==> src/rtl/pma_tx_pkg.sv <==
// -----------------------------------------------------------------------------
// pma_tx_pkg
// Shared types and defaults for the 100BASE-TX transmit PMA sequencer.
//   pma_tx_state_t       : sequencer state, also exported on tx_state
//   GROUP_WIDTH_DEFAULT  : bits per 4B/5B code-group
//   IDLE_CODE_DEFAULT    : code-group sent whenever the PCS has nothing valid
//   is_sending()         : true in the states that drive bits onto the line
// -----------------------------------------------------------------------------
package pma_tx_pkg;

  typedef enum logic [1:0] {
    DISABLED = 2'd0,
    QUIET    = 2'd1,
    IDLE     = 2'd2,
    DATA     = 2'd3
  } pma_tx_state_t;

  localparam int         GROUP_WIDTH_DEFAULT = 5;
  localparam logic [4:0] IDLE_CODE_DEFAULT   = 5'b11111;

  function automatic logic is_sending(input pma_tx_state_t s);
    return (s == IDLE) || (s == DATA);
  endfunction

endpackage

==> src/rtl/pma_tx_sequencer_if.sv <==
// -----------------------------------------------------------------------------
// pma_tx_sequencer_if
// Code-group handshake between the PCS 4B/5B encoder and the PMA sequencer.
//   code_group : 5-bit code-group, MSB goes on the line first
//   code_valid : code_group holds a group to send
//   code_ready : sequencer takes code_group this cycle
// Modports: master = PCS side, slave = sequencer side.
// -----------------------------------------------------------------------------
interface pma_tx_sequencer_if
  import pma_tx_pkg::*;
#(
  parameter int GROUP_WIDTH = GROUP_WIDTH_DEFAULT
) ();

  logic [GROUP_WIDTH-1:0] code_group;
  logic                   code_valid;
  logic                   code_ready;

  modport master (
    output code_group,
    output code_valid,
    input  code_ready
  );

  modport slave (
    input  code_group,
    input  code_valid,
    output code_ready
  );

endinterface

==> src/rtl/pma_tx_serializer.sv <==
// -----------------------------------------------------------------------------
// pma_tx_serializer
// Parallel-load, shift-left register with a bit counter. The register MSB is
// the serial output, so the line bit comes straight from a flop.
//   clock, reset : bit clock, asynchronous active-low reset
//   load         : take load_data, restart the bit counter
//   load_data    : group to send, MSB first
//   clear        : empty the register (line goes to 0) and restart the counter
//   shift        : advance one bit
//   msb          : current serial bit
//   boundary     : last bit of the current group is on the line
// -----------------------------------------------------------------------------
module pma_tx_serializer
  import pma_tx_pkg::*;
#(
  parameter int GROUP_WIDTH = GROUP_WIDTH_DEFAULT
) (
  input  logic                   clock,
  input  logic                   reset,
  input  logic                   load,
  input  logic [GROUP_WIDTH-1:0] load_data,
  input  logic                   clear,
  input  logic                   shift,
  output logic                   msb,
  output logic                   boundary
);

  localparam int CNT_W = (GROUP_WIDTH > 1) ? $clog2(GROUP_WIDTH) : 1;

  logic [GROUP_WIDTH-1:0] shift_reg;
  logic [CNT_W-1:0]       bit_cnt;

  assign boundary = (bit_cnt == CNT_W'(GROUP_WIDTH - 1));
  assign msb      = shift_reg[GROUP_WIDTH-1];

  always_ff @(posedge clock or negedge reset) begin
    if (!reset) begin
      shift_reg <= '0;
      bit_cnt   <= '0;
    end else if (clear) begin
      shift_reg <= '0;
      bit_cnt   <= '0;
    end else if (load) begin
      shift_reg <= load_data;
      bit_cnt   <= '0;
    end else if (shift) begin
      // Zero fill: once a group has fully drained the line sits at 0.
      shift_reg <= shift_reg << 1;
      bit_cnt   <= boundary ? '0 : bit_cnt + CNT_W'(1);
    end
  end

endmodule

==> src/rtl/pma_tx_sequencer.sv <==
// -----------------------------------------------------------------------------
// pma_tx_sequencer
// Transmit-side PMA controller for 100BASE-TX. Serializes PCS code-groups onto
// the NRZ input of the MLT-3 encoder, fills gaps with IDLE groups, and keeps
// the encoder in reset (line quiet) while disabled and during bring-up.
//   clock            : 125 MHz bit clock, one NRZ bit per cycle
//   reset            : asynchronous, active-low
//   tx_enable        : transmit enable from management / auto-negotiation
//   pcs              : code-group handshake (slave side)
//   NRZ              : serial bit to the MLT-3 encoder (flop output)
//   encoder_reset    : active-high reset to the MLT-3 encoder
//   tx_state         : current sequencer state
//   data_group_count : PCS groups accepted, wraps silently
// -----------------------------------------------------------------------------
module pma_tx_sequencer
  import pma_tx_pkg::*;
#(
  parameter int                     GROUP_WIDTH  = GROUP_WIDTH_DEFAULT,
  parameter int                     QUIET_CYCLES = 16,
  parameter logic [GROUP_WIDTH-1:0] IDLE_CODE    = IDLE_CODE_DEFAULT,
  parameter int                     COUNT_WIDTH  = 16
) (
  input  logic                   clock,
  input  logic                   reset,
  input  logic                   tx_enable,
  pma_tx_sequencer_if.slave      pcs,
  output logic                   NRZ,
  output logic                   encoder_reset,
  output pma_tx_state_t          tx_state,
  output logic [COUNT_WIDTH-1:0] data_group_count
);

  localparam int QW = $clog2(QUIET_CYCLES + 1);

  pma_tx_state_t          state;
  logic [QW-1:0]          quiet_cnt;
  logic                   sending;
  logic                   boundary;
  logic                   quiet_done;
  logic                   ser_load;
  logic                   ser_clear;
  logic [GROUP_WIDTH-1:0] ser_data;

  assign sending    = is_sending(state);
  assign quiet_done = (quiet_cnt == QW'(QUIET_CYCLES - 1));

  // Ready only on the last bit of a group; a falling tx_enable on that same
  // cycle wins, so no transfer can happen while shutting down.
  assign pcs.code_ready = sending && boundary && tx_enable;

  assign tx_state = state;

  // Serializer control: what (if anything) replaces the current group.
  always_comb begin
    ser_load  = 1'b0;
    ser_clear = 1'b0;
    ser_data  = IDLE_CODE;
    case (state)
      QUIET: begin
        if (tx_enable && quiet_done) ser_load = 1'b1;
      end
      IDLE, DATA: begin
        if (boundary) begin
          if (!tx_enable) begin
            ser_clear = 1'b1;
          end else begin
            ser_load = 1'b1;
            if (pcs.code_valid) ser_data = pcs.code_group;
          end
        end
      end
      default: ;
    endcase
  end

  pma_tx_serializer #(
    .GROUP_WIDTH (GROUP_WIDTH)
  ) u_serializer (
    .clock     (clock),
    .reset     (reset),
    .load      (ser_load),
    .load_data (ser_data),
    .clear     (ser_clear),
    .shift     (sending),
    .msb       (NRZ),
    .boundary  (boundary)
  );

  always_ff @(posedge clock or negedge reset) begin
    if (!reset) begin
      state            <= DISABLED;
      quiet_cnt        <= '0;
      encoder_reset    <= 1'b1;
      data_group_count <= '0;
    end else begin
      case (state)
        DISABLED: begin
          if (tx_enable) begin
            state     <= QUIET;
            quiet_cnt <= '0;
          end
        end
        QUIET: begin
          if (!tx_enable) begin
            state <= DISABLED;
          end else if (quiet_done) begin
            // Encoder leaves reset together with the first IDLE bit.
            state         <= IDLE;
            encoder_reset <= 1'b0;
          end else begin
            quiet_cnt <= quiet_cnt + QW'(1);
          end
        end
        IDLE, DATA: begin
          if (boundary) begin
            if (!tx_enable) begin
              state         <= DISABLED;
              encoder_reset <= 1'b1;
            end else if (pcs.code_valid) begin
              state            <= DATA;
              data_group_count <= data_group_count + COUNT_WIDTH'(1);
            end else begin
              state <= IDLE;
            end
          end
        end
        default: begin
          state         <= DISABLED;
          encoder_reset <= 1'b1;
        end
      endcase
    end
  end

endmodule

==> src/flat_wrapper.sv <==
// flat-port wrapper written by rule: the top's interface ports become plain ports
module pma_tx_sequencer_flat import pma_tx_pkg::*;
#(
  parameter int                     GROUP_WIDTH  = GROUP_WIDTH_DEFAULT,
  parameter int                     QUIET_CYCLES = 16,
  parameter logic [GROUP_WIDTH-1:0] IDLE_CODE    = IDLE_CODE_DEFAULT,
  parameter int                     COUNT_WIDTH  = 16
)
  (clock, reset, tx_enable, NRZ, encoder_reset, tx_state, data_group_count, pcs_code_group, pcs_code_valid, pcs_code_ready);
  pma_tx_sequencer_if #(.GROUP_WIDTH(GROUP_WIDTH)) pcs_i ();
  input  logic clock;
  input  logic reset;
  input  logic tx_enable;
  output logic NRZ;
  output logic encoder_reset;
  output pma_tx_state_t tx_state;
  output logic [COUNT_WIDTH-1:0] data_group_count;
  input wire logic [$bits(pcs_i.code_group)-1:0] pcs_code_group;
  input wire logic [$bits(pcs_i.code_valid)-1:0] pcs_code_valid;
  output wire logic [$bits(pcs_i.code_ready)-1:0] pcs_code_ready;
  assign pcs_i.code_group = pcs_code_group;
  assign pcs_i.code_valid = pcs_code_valid;
  assign pcs_code_ready = pcs_i.code_ready;
  pma_tx_sequencer #(.GROUP_WIDTH(GROUP_WIDTH), .QUIET_CYCLES(QUIET_CYCLES), .IDLE_CODE(IDLE_CODE), .COUNT_WIDTH(COUNT_WIDTH)) u_core (.clock(clock), .reset(reset), .tx_enable(tx_enable), .pcs(pcs_i), .NRZ(NRZ), .encoder_reset(encoder_reset), .tx_state(tx_state), .data_group_count(data_group_count));
endmodule
==> config.mk <==
export PLATFORM = sky130hd
export DESIGN_NAME = pma_tx_sequencer_flat
export DESIGN_NICKNAME = d
export VERILOG_FILES = /design/src/rtl/pma_tx_pkg.sv /design/src/rtl/pma_tx_sequencer_if.sv /design/src/rtl/pma_tx_serializer.sv /design/src/rtl/pma_tx_sequencer.sv /design/src/flat_wrapper.sv
export SDC_FILE = /design/constraint.sdc
export NUM_CORES = 1
export LEC_CHECK = 0
export BUFFER_PORTS_ARGS = -buffer_cell sky130_fd_sc_hd__clkbuf_2
export CAP_MARGIN = 20
export CORE_UTILIZATION = 45
export DETAILED_ROUTE_END_ITERATION = 6
export GPL_ROUTABILITY_DRIVEN = 0
export HOLD_SLACK_MARGIN = 0.15
export PLACE_DENSITY = 0.76
export SETUP_SLACK_MARGIN = 0.05
export SYNTH_ARGS = -nofsm -noshare
export SYNTH_HDL_FRONTEND = slang
export SYNTH_HIERARCHICAL = 1
export SYNTH_SLANG_ARGS = --single-unit
==> constraint.sdc <==
create_clock -name clock -period 2.4 [get_ports clock]
set_clock_uncertainty 0.1 [all_clocks]
set_input_delay 0.24 -clock clock [delete_from_list [all_inputs] [get_ports clock]]
set_output_delay 0.24 -clock clock [all_outputs]
set_load 0.02 [all_outputs]
# Yosys cells after proc, flatten, opt, wreduce, memory -nomap -nowiden
# Index checks and enable logic that the tools add are counted.
[totals] reg_bits=32 out_inout_bits=21
[op_classes] addsub=3 n_eq_ne=12 n_reduce_logical=13 muxes=34
[ops] op="$mux 5" count=10
[ops] op="$add 16x1->16 const B" count=1
[ops] op="$mux 3" count=4
[ops] op="$mux 1" count=11
[ops] op="$mux 2" count=5
[ops] op="$pmux 5 s2" count=1
[ops] op="$ne 2x2->1 const B" count=4
[ops] op="$reduce_and 4->1" count=2
[ops] op="$pmux 2 s3" count=1
[ops] op="$add 5x1->5 const B" count=1
[ops] op="$eq 5x4->1 const B" count=1
[ops] op="$reduce_and 5->1" count=1
[ops] op="$eq 2x2->1 const B" count=2
[ops] op="$ne 2x1->1 const B" count=2
[ops] op="$pmux 1 s2" count=2
[ops] op="$reduce_bool 2->1" count=2
[ops] op="$add 3x1->3 const B" count=1
[ops] op="$eq 3x3->1 const B" count=1
[ops] op="$logic_and 1x1->1" count=3
[ops] op="$ne 3x2->1 const B" count=1
[ops] op="$reduce_and 3->1" count=1
[ops] op="$reduce_bool 3->1" count=1
[ops] op="$eq 2x1->1 const B" count=1
[ops] op="$logic_not 2->1" count=1
[ops] op="2 further kinds" count=2

# Depth between registers and ports, before layout
# Gate-level depths: netlist (run 1).
[logic_depth] ltp_word=6 ltp_mapped=11 mapped_depth_nobuf=10

# Cells and area by module
# The synthesis (run 1) kept the hierarchy.
[by_module_without_submodules] module="pma_tx_sequencer" seq_area_each_um2=601.8 n_inst=1 area_per_inst_um2=1256.2 cells_each=124
[by_module_without_submodules] module="pma_tx_serializer" seq_area_each_um2=200.2 n_inst=1 area_per_inst_um2=449.2 cells_each=40

# Worst setup path before layout (run 1)
# No wires, ideal clock.
[synth_path] path_type="register to register" start="register u_core.quiet_cnt[0]" end="register u_core.u_serializer.shift_reg[0]" t_required_ns=2.228 t_arrival_ns=1.776 setup_ns=0.072 path_buffers=1 synth_period_minus_slack_ns=1.948 path_slack_ns=0.452 stages_incl_launch_ff=11 path_cell_list="dfrtp_1 ha_1 and3_1 ha_1 nand2_1 o21ai_0 and2_1 buf_4 nor3b_1 a21oi_1 nor2_1"
[synth_between] elab_chain_len=6 elab_cells_between_ends=7 classes_between="eq/ne: 1; mux: 4; reduce/logical: 2"
[synth_lines] element="start, declared" line="pma_tx_sequencer.sv:36" source="logic [QW-1:0] quiet_cnt;"
[synth_lines] element="start signal, assigned" line="pma_tx_sequencer.sv:111" source="quiet_cnt <= quiet_cnt + QW'(1);"
[synth_lines] element="$eq 5x4->1 (*)" line="pma_tx_sequencer.sv:45" source="assign quiet_done = (quiet_cnt == QW'(QUIET_CYCLES - 1));"
[synth_lines] element="$logic_and 1x1->1 (*)" line="pma_tx_sequencer.sv:60" source="if (tx_enable && quiet_done) ser_load = 1'b1;"
[synth_lines] element="$mux 1 (*)" line="pma_tx_sequencer.sv:60"
[synth_lines] element="$pmux 1 s2 (*)" line="pma_tx_sequencer.sv:58" source="case (state)"
[synth_lines] element="named net u_core.ser_load" line="pma_tx_sequencer.sv:40" source="logic ser_load;"
[synth_lines] element="$mux 5" line="pma_tx_serializer.sv:43" source="end else if (load) begin"
[synth_lines] element="$mux 5" line="pma_tx_serializer.sv:40" source="end else if (clear) begin"
[synth_lines] element="end signal, assigned" line="pma_tx_serializer.sv:44" source="shift_reg <= load_data;"
[synth_lines] element="end signal, assigned" line="pma_tx_serializer.sv:48" source="shift_reg <= shift_reg << 1;"
[synth_lines] element="end, declared" line="pma_tx_serializer.sv:30" source="logic [GROUP_WIDTH-1:0] shift_reg;"
# The timed path passes the listed nets; every way through them passes the cells marked *.
# A chain may end at the register's enable or synchronous reset.

# Final worst setup path (run 1)
# Same ends and word-level chain as after synthesis.

==> impl_metrics.tcl, run 1 <==
set metrics [dict create \
    clkTransAtPathRegs_ps 70 \
    max_freq_mhz 469 \
    htree_levels 2 \
    synth-xor-area-share_pct 7.70 \
    r2r-end "u_core/u_serializer/shift_reg[0]" \
    preCtsSetupSlack_ps 222 \
    r2r_cells 9 \
    largest_reg_flops 16 \
    synth-main-ff-cell "dfrtp_1" \
    vdd_drop_max_mv 0.264 \
    postSynthAreaPerCell_um2 10.4 \
    min_path_cells 4 \
    post_cts_buffers 0 \
    clock_latency_ps 280 \
    dp.final_hpwl_um 2210 \
    grt_pass1_vias 1213 \
    netlist.area_leader.share_pct 45.5 \
    core_um2 3660 \
    r2r_start "u_core/quiet_cnt[0]" \
    finalHoldViolCount 0 \
    yosysMostFrequentCell "dfrtp_1" \
    syn_area_um2 1710 \
    synthSimpleGateAreaFrac_pct 21.9 \
    drive_gt1_share_pct 26.0 \
    placementRows 22 \
    worstPathMaxFanout 9 \
    hold_path_end "u_core/u_serializer/shift_reg[4]" \
    numPortBuffers 29 \
    start_util_pct 46.6 \
    cts_buffers 5 \
    maxSlewHeadroom_pct 48.1 \
    fp.dieW_um 63.6 \
    leakagePower_uw 0.00102 \
    setup_viol 0 \
    power_density_nw_per_um2 536 \
    crit_path_end_kind "register" \
    cts_tree "built" \
    via_per_inst 5.13 \
    slew_violations 0 \
    synth_compound_area_share_pct 7.26 \
    grt_max_degree 33 \
    synth_mux_area_share_pct 7.70 \
    setup_tns_ps 0 \
    ios 30 \
    worst_slack_ps 269 \
    diodes 0 \
    min_path_type "input port to register" \
    syn_nets 179 \
    syn_to_final_growth_pct 16.3 \
    clk_root_buffer_cell "clkbuf_8" \
    rsz0062_at_grt "no" \
    drtIter0Drc 97 \
    clkSinkCount 32 \
    start_kind "register" \
    cp_common_cell "ha_1" \
    fp.dieArea_um2 4040 \
    hp-start "pcs_code_group[4]" \
    worst_pin_slew_ps 778 \
    yosysUniqueCellTypes 35 \
    cp.arrival_ps 2240 \
    synth_top_family_by_area "simple AND/OR/NAND/NOR gates" \
    finalCriticalPeriod_ps 2130 \
    crit_chain "ha_1, and3_1, ha_1, nand2_1, o21ai_0, and2_2, nor3b_1, a21oi_1, nor2_1" \
    nets 210 \
    synth_area_leaders "dfrtp_1, xnor2_1, nand2_1" \
    antenna_found_initial 0 \
    max-cap-violations 0 \
    regToRegSetupSlack_ps 270 \
    min_period_over_period_pct 88.8 \
    whs_ps 182 \
    synth_edf_count 0 \
    synth_common_cells "dfrtp_1, nand2_1, nor2_1" \
    synth-seq-cells 32 \
    die_y_um 63.6 \
    ys.warnings.count 6 \
    required_ps 2510 \
    routedWlPerCell_um 12.9 \
    synth_adder_area_share_pct 4.40 \
    crit_path_max_incr_delay_ps 420 \
    ant_nets 0 \
    cp_slowest_cell "dfrtp_1" \
    drcViolationCount 0 \
    synthCells 164 \
    outcome "finished clean" \
    synth-async-reset-ratio_pct 100 \
    drtPass1Iterations 4 \
    yosysSeqAreaShare_pct 47.0 \
    clockBufferDepth 2 \
    wl_um 3150 \
    grt_overflow 0 \
    via_count 1252 \
    track_usage_pct 17.9 \
    yosysTopAreaCell "dfrtp_1" \
    setup.worst_path.class "register to register" \
    grt_pass1_wl_um 5530 \
]
-- per-layer routing --
layer	track usage, %	wire length [µm]
met5	0	0
met2	26.3	1440
met3	6.70	147
met1	23.5	1480
met4	7.10	80
-- cell usage in the layout (no fill, tap or decap), types with 2 or more instances in the layout --
master,count
mux2_4,4
nand3_1,10
nor2_1,11
o21ai_0,5
xor2_1,5
nand2b_1,8
clkbuf_8,6
nand4_2,2
nor3_1,2
nand4_1,2
a22o_1,5
mux2i_1,6
clkinv_2,2
nand2_1,21
nor4_4,2
buf_4,2
xnor2_1,10
and3_1,2
and4_1,2
a21oi_1,6
dfrtp_1,31
clkbuf_2,29
inv_1,6
ha_1,6
-- kinds of logic (layout without fill, tap and decap cells) --
family,count (synthesis),after routing
AND/OR/NAND/NOR,67,67
flip-flops,32,32
AO/OA/AOI/OAI,19,19
XOR/XNOR,15,15
buffers and inverters,14,46
multiplexers,11,11
adder cells (fa/ha/maj),6,6
-- per-stage QoR --
step | area, µm² | utilization, % | power [µW] | instances
2_1_floorplan | 1710 | - | 616 | 164
3_3_place_gp | 1880 | 51.3 | 643 | 235
3_5_place_dp | 1880 | 51.3 | 646 | 235
4_1_cts | 1980 | 54.1 | 1080 | 244
5_1_grt | 1980 | 54.2 | 1110 | 244
6_report | 1980 | 54.2 | 1060 | 244
-- area by class of cell --
class | count | area (µm²)
inverter | 6 | 22.5
multi-input combinational | 118 | 836
tap | 48 | 60.1
clock buffer | 6 | 82.6
timing repair buffer | 32 | 170
sequential | 32 | 802
fill | 322 | 1680
clock inverter | 2 | 10.0
-- power by group --
| part | internal [µW] | switching, µW |
|---|---|---|
| Sequential | 554 | 16.1 |
| Combinational | 30.1 | 36.2 |
| Clock | 229 | 198 |
| Total | 813 | 250 |
-- critical path, delay by kind of cell (launching register included) --
family / cells / cell delay (ps)
flops: 1 / 420
compound gates: 2 / 120
fa+ha+maj: 2 / 500
simple gates: 5 / 920
-- worst max path at each step --
| stage | from | to | depth (start not counted) |
|---|---|---|---|
| floorplan | u_core/quiet_cnt[0] | u_core/u_serializer/shift_reg[0] | 10 |
| global placement | u_core/quiet_cnt[0] | u_core/u_serializer/shift_reg[4] | 8 |
| detailed placement | u_core/quiet_cnt[0] | u_core/u_serializer/shift_reg[2] | 8 |
| CTS | u_core/quiet_cnt[0] | u_core/u_serializer/shift_reg[0] | 9 |
| global route | u_core/quiet_cnt[0] | u_core/u_serializer/shift_reg[2] | 8 |
| finish | u_core/quiet_cnt[0] | u_core/u_serializer/shift_reg[0] | 9 |
-- timing repair --
| action | in CTS | in global routing |
|---|---|---|
| hold buffers | 1 | 0 |
| endpoints found under the setup margin | 0 | 5 |
| hold endpoints to repair | 31 | 0 |
| resized for setup | 0 | 1 |
(Power assumes the default switching activity.)
==> inputs of run 2 (changes only) <==
--- a/config.mk
+++ b/config.mk
@@ -7,11 +7,13 @@
 export LEC_CHECK = 0
 export BUFFER_PORTS_ARGS = -buffer_cell sky130_fd_sc_hd__clkbuf_2
 export CAP_MARGIN = 20
-export CORE_UTILIZATION = 45
+export CELL_PAD_IN_SITES_DETAIL_PLACEMENT = 2
+export CELL_PAD_IN_SITES_GLOBAL_PLACEMENT = 2
+export CORE_UTILIZATION = 35
 export DETAILED_ROUTE_END_ITERATION = 6
 export GPL_ROUTABILITY_DRIVEN = 0
 export HOLD_SLACK_MARGIN = 0.15
-export PLACE_DENSITY = 0.76
+export PLACE_DENSITY = 0.89
 export SETUP_SLACK_MARGIN = 0.05
 export SYNTH_ARGS = -nofsm -noshare
 export SYNTH_HDL_FRONTEND = slang
==> run 2 against run 1 <==
- first-iteration DRC count shrank 48%
- register-to-register slack lost 40 ps
- die area grew 28%
- sequential cell count is the same
- hold slack gained 13 ps
- combinational power grew 7.1%
- largest cell class unchanged
==> impl_metrics.tcl, run 2 (synthesis gave the netlist of run 1 again) <==
set metrics [dict create \
    dp_cells 241 \
    r2r-end "u_core/quiet_cnt[3]" \
    crit_path_max_incr_delay_ps 430 \
    hp-start "pcs_code_group[3]" \
    final_cell_mix "dfrtp_1, clkbuf_2, nand2_1, nor2_1" \
    cp.arrival_ps 2240 \
    max_freq_mhz 461 \
    grt_max_degree 33 \
    finalCriticalPeriod_ps 2170 \
    worst_pin_slew_ps 810 \
    cts_tree "built" \
    ios 30 \
    clkSinkCount 32 \
    leakagePower_uw 0.00103 \
    crit_chain "ha_1, and3_1, ha_2, nor2b_1, nand3_1, mux2_2, a22o_1" \
    finalHoldViolCount 0 \
    dp.final_hpwl_um 2980 \
    fin_util_pct 42.8 \
    drcViolationCount 0 \
    clk_root_buffer_cell "clkbuf_8" \
    clock_latency_ps 290 \
    diodes 0 \
    mostFrequentLayoutCell "dfrtp_1" \
    cp_slowest_cell "dfrtp_1" \
    maxSlewHeadroom_pct 46.0 \
    core_um2 4690 \
    via_per_inst 5.19 \
    r2r_cells 7 \
    die_y_um 71.8 \
    routedWlPerCell_um 16.6 \
    r2r_start "u_core/quiet_cnt[0]" \
    setup.worst_path.class "register to register" \
    required_ps 2470 \
    grt_pass1_vias 1433 \
    clockBufferDepth 2 \
    track_usage_pct 18.0 \
    syn_to_final_growth_pct 17.8 \
    min_path_type "input port to register" \
    drive_gt1_share_pct 26.0 \
    vdd_drop_max_mv 0.287 \
    wl_um 4150 \
    fp.dieArea_um2 5160 \
    min_period_over_period_pct 90.3 \
    cts_buffers 5 \
    hold_path_end "u_core/u_serializer/shift_reg[3]" \
    regToRegSetupSlack_ps 230 \
    outcome "finished clean" \
    min_path_cells 4 \
    rsz0062_at_grt "no" \
    multiInputGateArea_um2 840 \
    via_count 1297 \
    nets 210 \
    register_area_um2 802 \
    worstPathMaxFanout 7 \
    start_util_pct 36.3 \
    critPathLaunch "u_core/quiet_cnt[0]" \
    setup_tns_ps 0 \
    power_density_nw_per_um2 572 \
    fill_cells 531 \
    fin_cells 250 \
    grt_overflow 0 \
    start_kind "register" \
    fp.dieW_um 71.8 \
    placementRows 25 \
    slew_violations 0 \
    antenna_found_initial 0 \
    setup_viol 0 \
    drtPass1Iterations 4 \
    clkTransAtPathRegs_ps 70 \
    numPortBuffers 29 \
    largest_reg_flops 16 \
    max-cap-violations 0 \
    crit_path_end_kind "register" \
    ant_nets 0 \
    htree_levels 2 \
    grt_pass1_wl_um 7070 \
    drtIter0Drc 50 \
]
run 2: where the power goes:
part	internal, µW	leakage (µW)	total, µW	switching (µW)
combinational	30.4	0.000539	71.1	40.6
clock	308	0.0000552	507	200
sequential	554	0.000432	571	17.0
run 2: worst max-delay path by stage:
stage	endpoint	slack, ps
after CTS	u_core/u_serializer/shift_reg[4]	150
after global routing	u_core/u_serializer/shift_reg[4]	100
after floorplan	u_core/u_serializer/shift_reg[0]	450
after detailed placement	u_core/u_serializer/shift_reg[4]	50
final	u_core/quiet_cnt[3]	230
after global placement	u_core/u_serializer/shift_reg[1]	220
run 2: repair_timing:
| item | 4_1_cts | 5_1_grt |
|---|---|---|
| hold buffers | 1 | 0 |
| setup buffers | 0 | 0 |
| setup endpoints to repair | 2 | 4 |
| pin swaps | 0 | 0 |
| gates resized for setup | 1 | 2 |
| hold endpoints to repair | 31 | 0 |
run 2: area by class of cell:
class | instances | share of cell area [%]
Multi-Input combinational cell | 118 | 41.8
Sequential cell | 32 | 39.9
Tap cell | 54 | 3.36
Inverter | 6 | 1.12
Clock inverter | 2 | 1.74
Timing Repair Buffer | 32 | 8.47
Clock buffer | 6 | 3.61
run 2: critical path, delay by kind of cell (launching register included):
family | cells | cell delay [ps]
AOI/OAI and AO/OA | 1 | 180
adders and majority gates | 2 | 470
DFF | 1 | 430
muxes | 1 | 290
and+or+nand+nor | 3 | 580
run 2: metal layers:
layer / global-route usage [%] / share of wire (%)
met5: 0 / 0
met4: 7.84 / 1.8
met3: 2.95 / 2.5
met2: 31.8 / 52
met1: 21.6 / 44
run 2: per-stage QoR:
stage	cell area (µm²)	total power [µW]	hold slack (ps)	setup slack [ps]
final	2010	1150	195	233
after CTS	2010	1170	192	146
after detailed placement	1890	651	280	53.3
after floorplan	1710	616	-156	452
after global placement	1890	646	271	220
after global routing	2010	1200	220	99.3
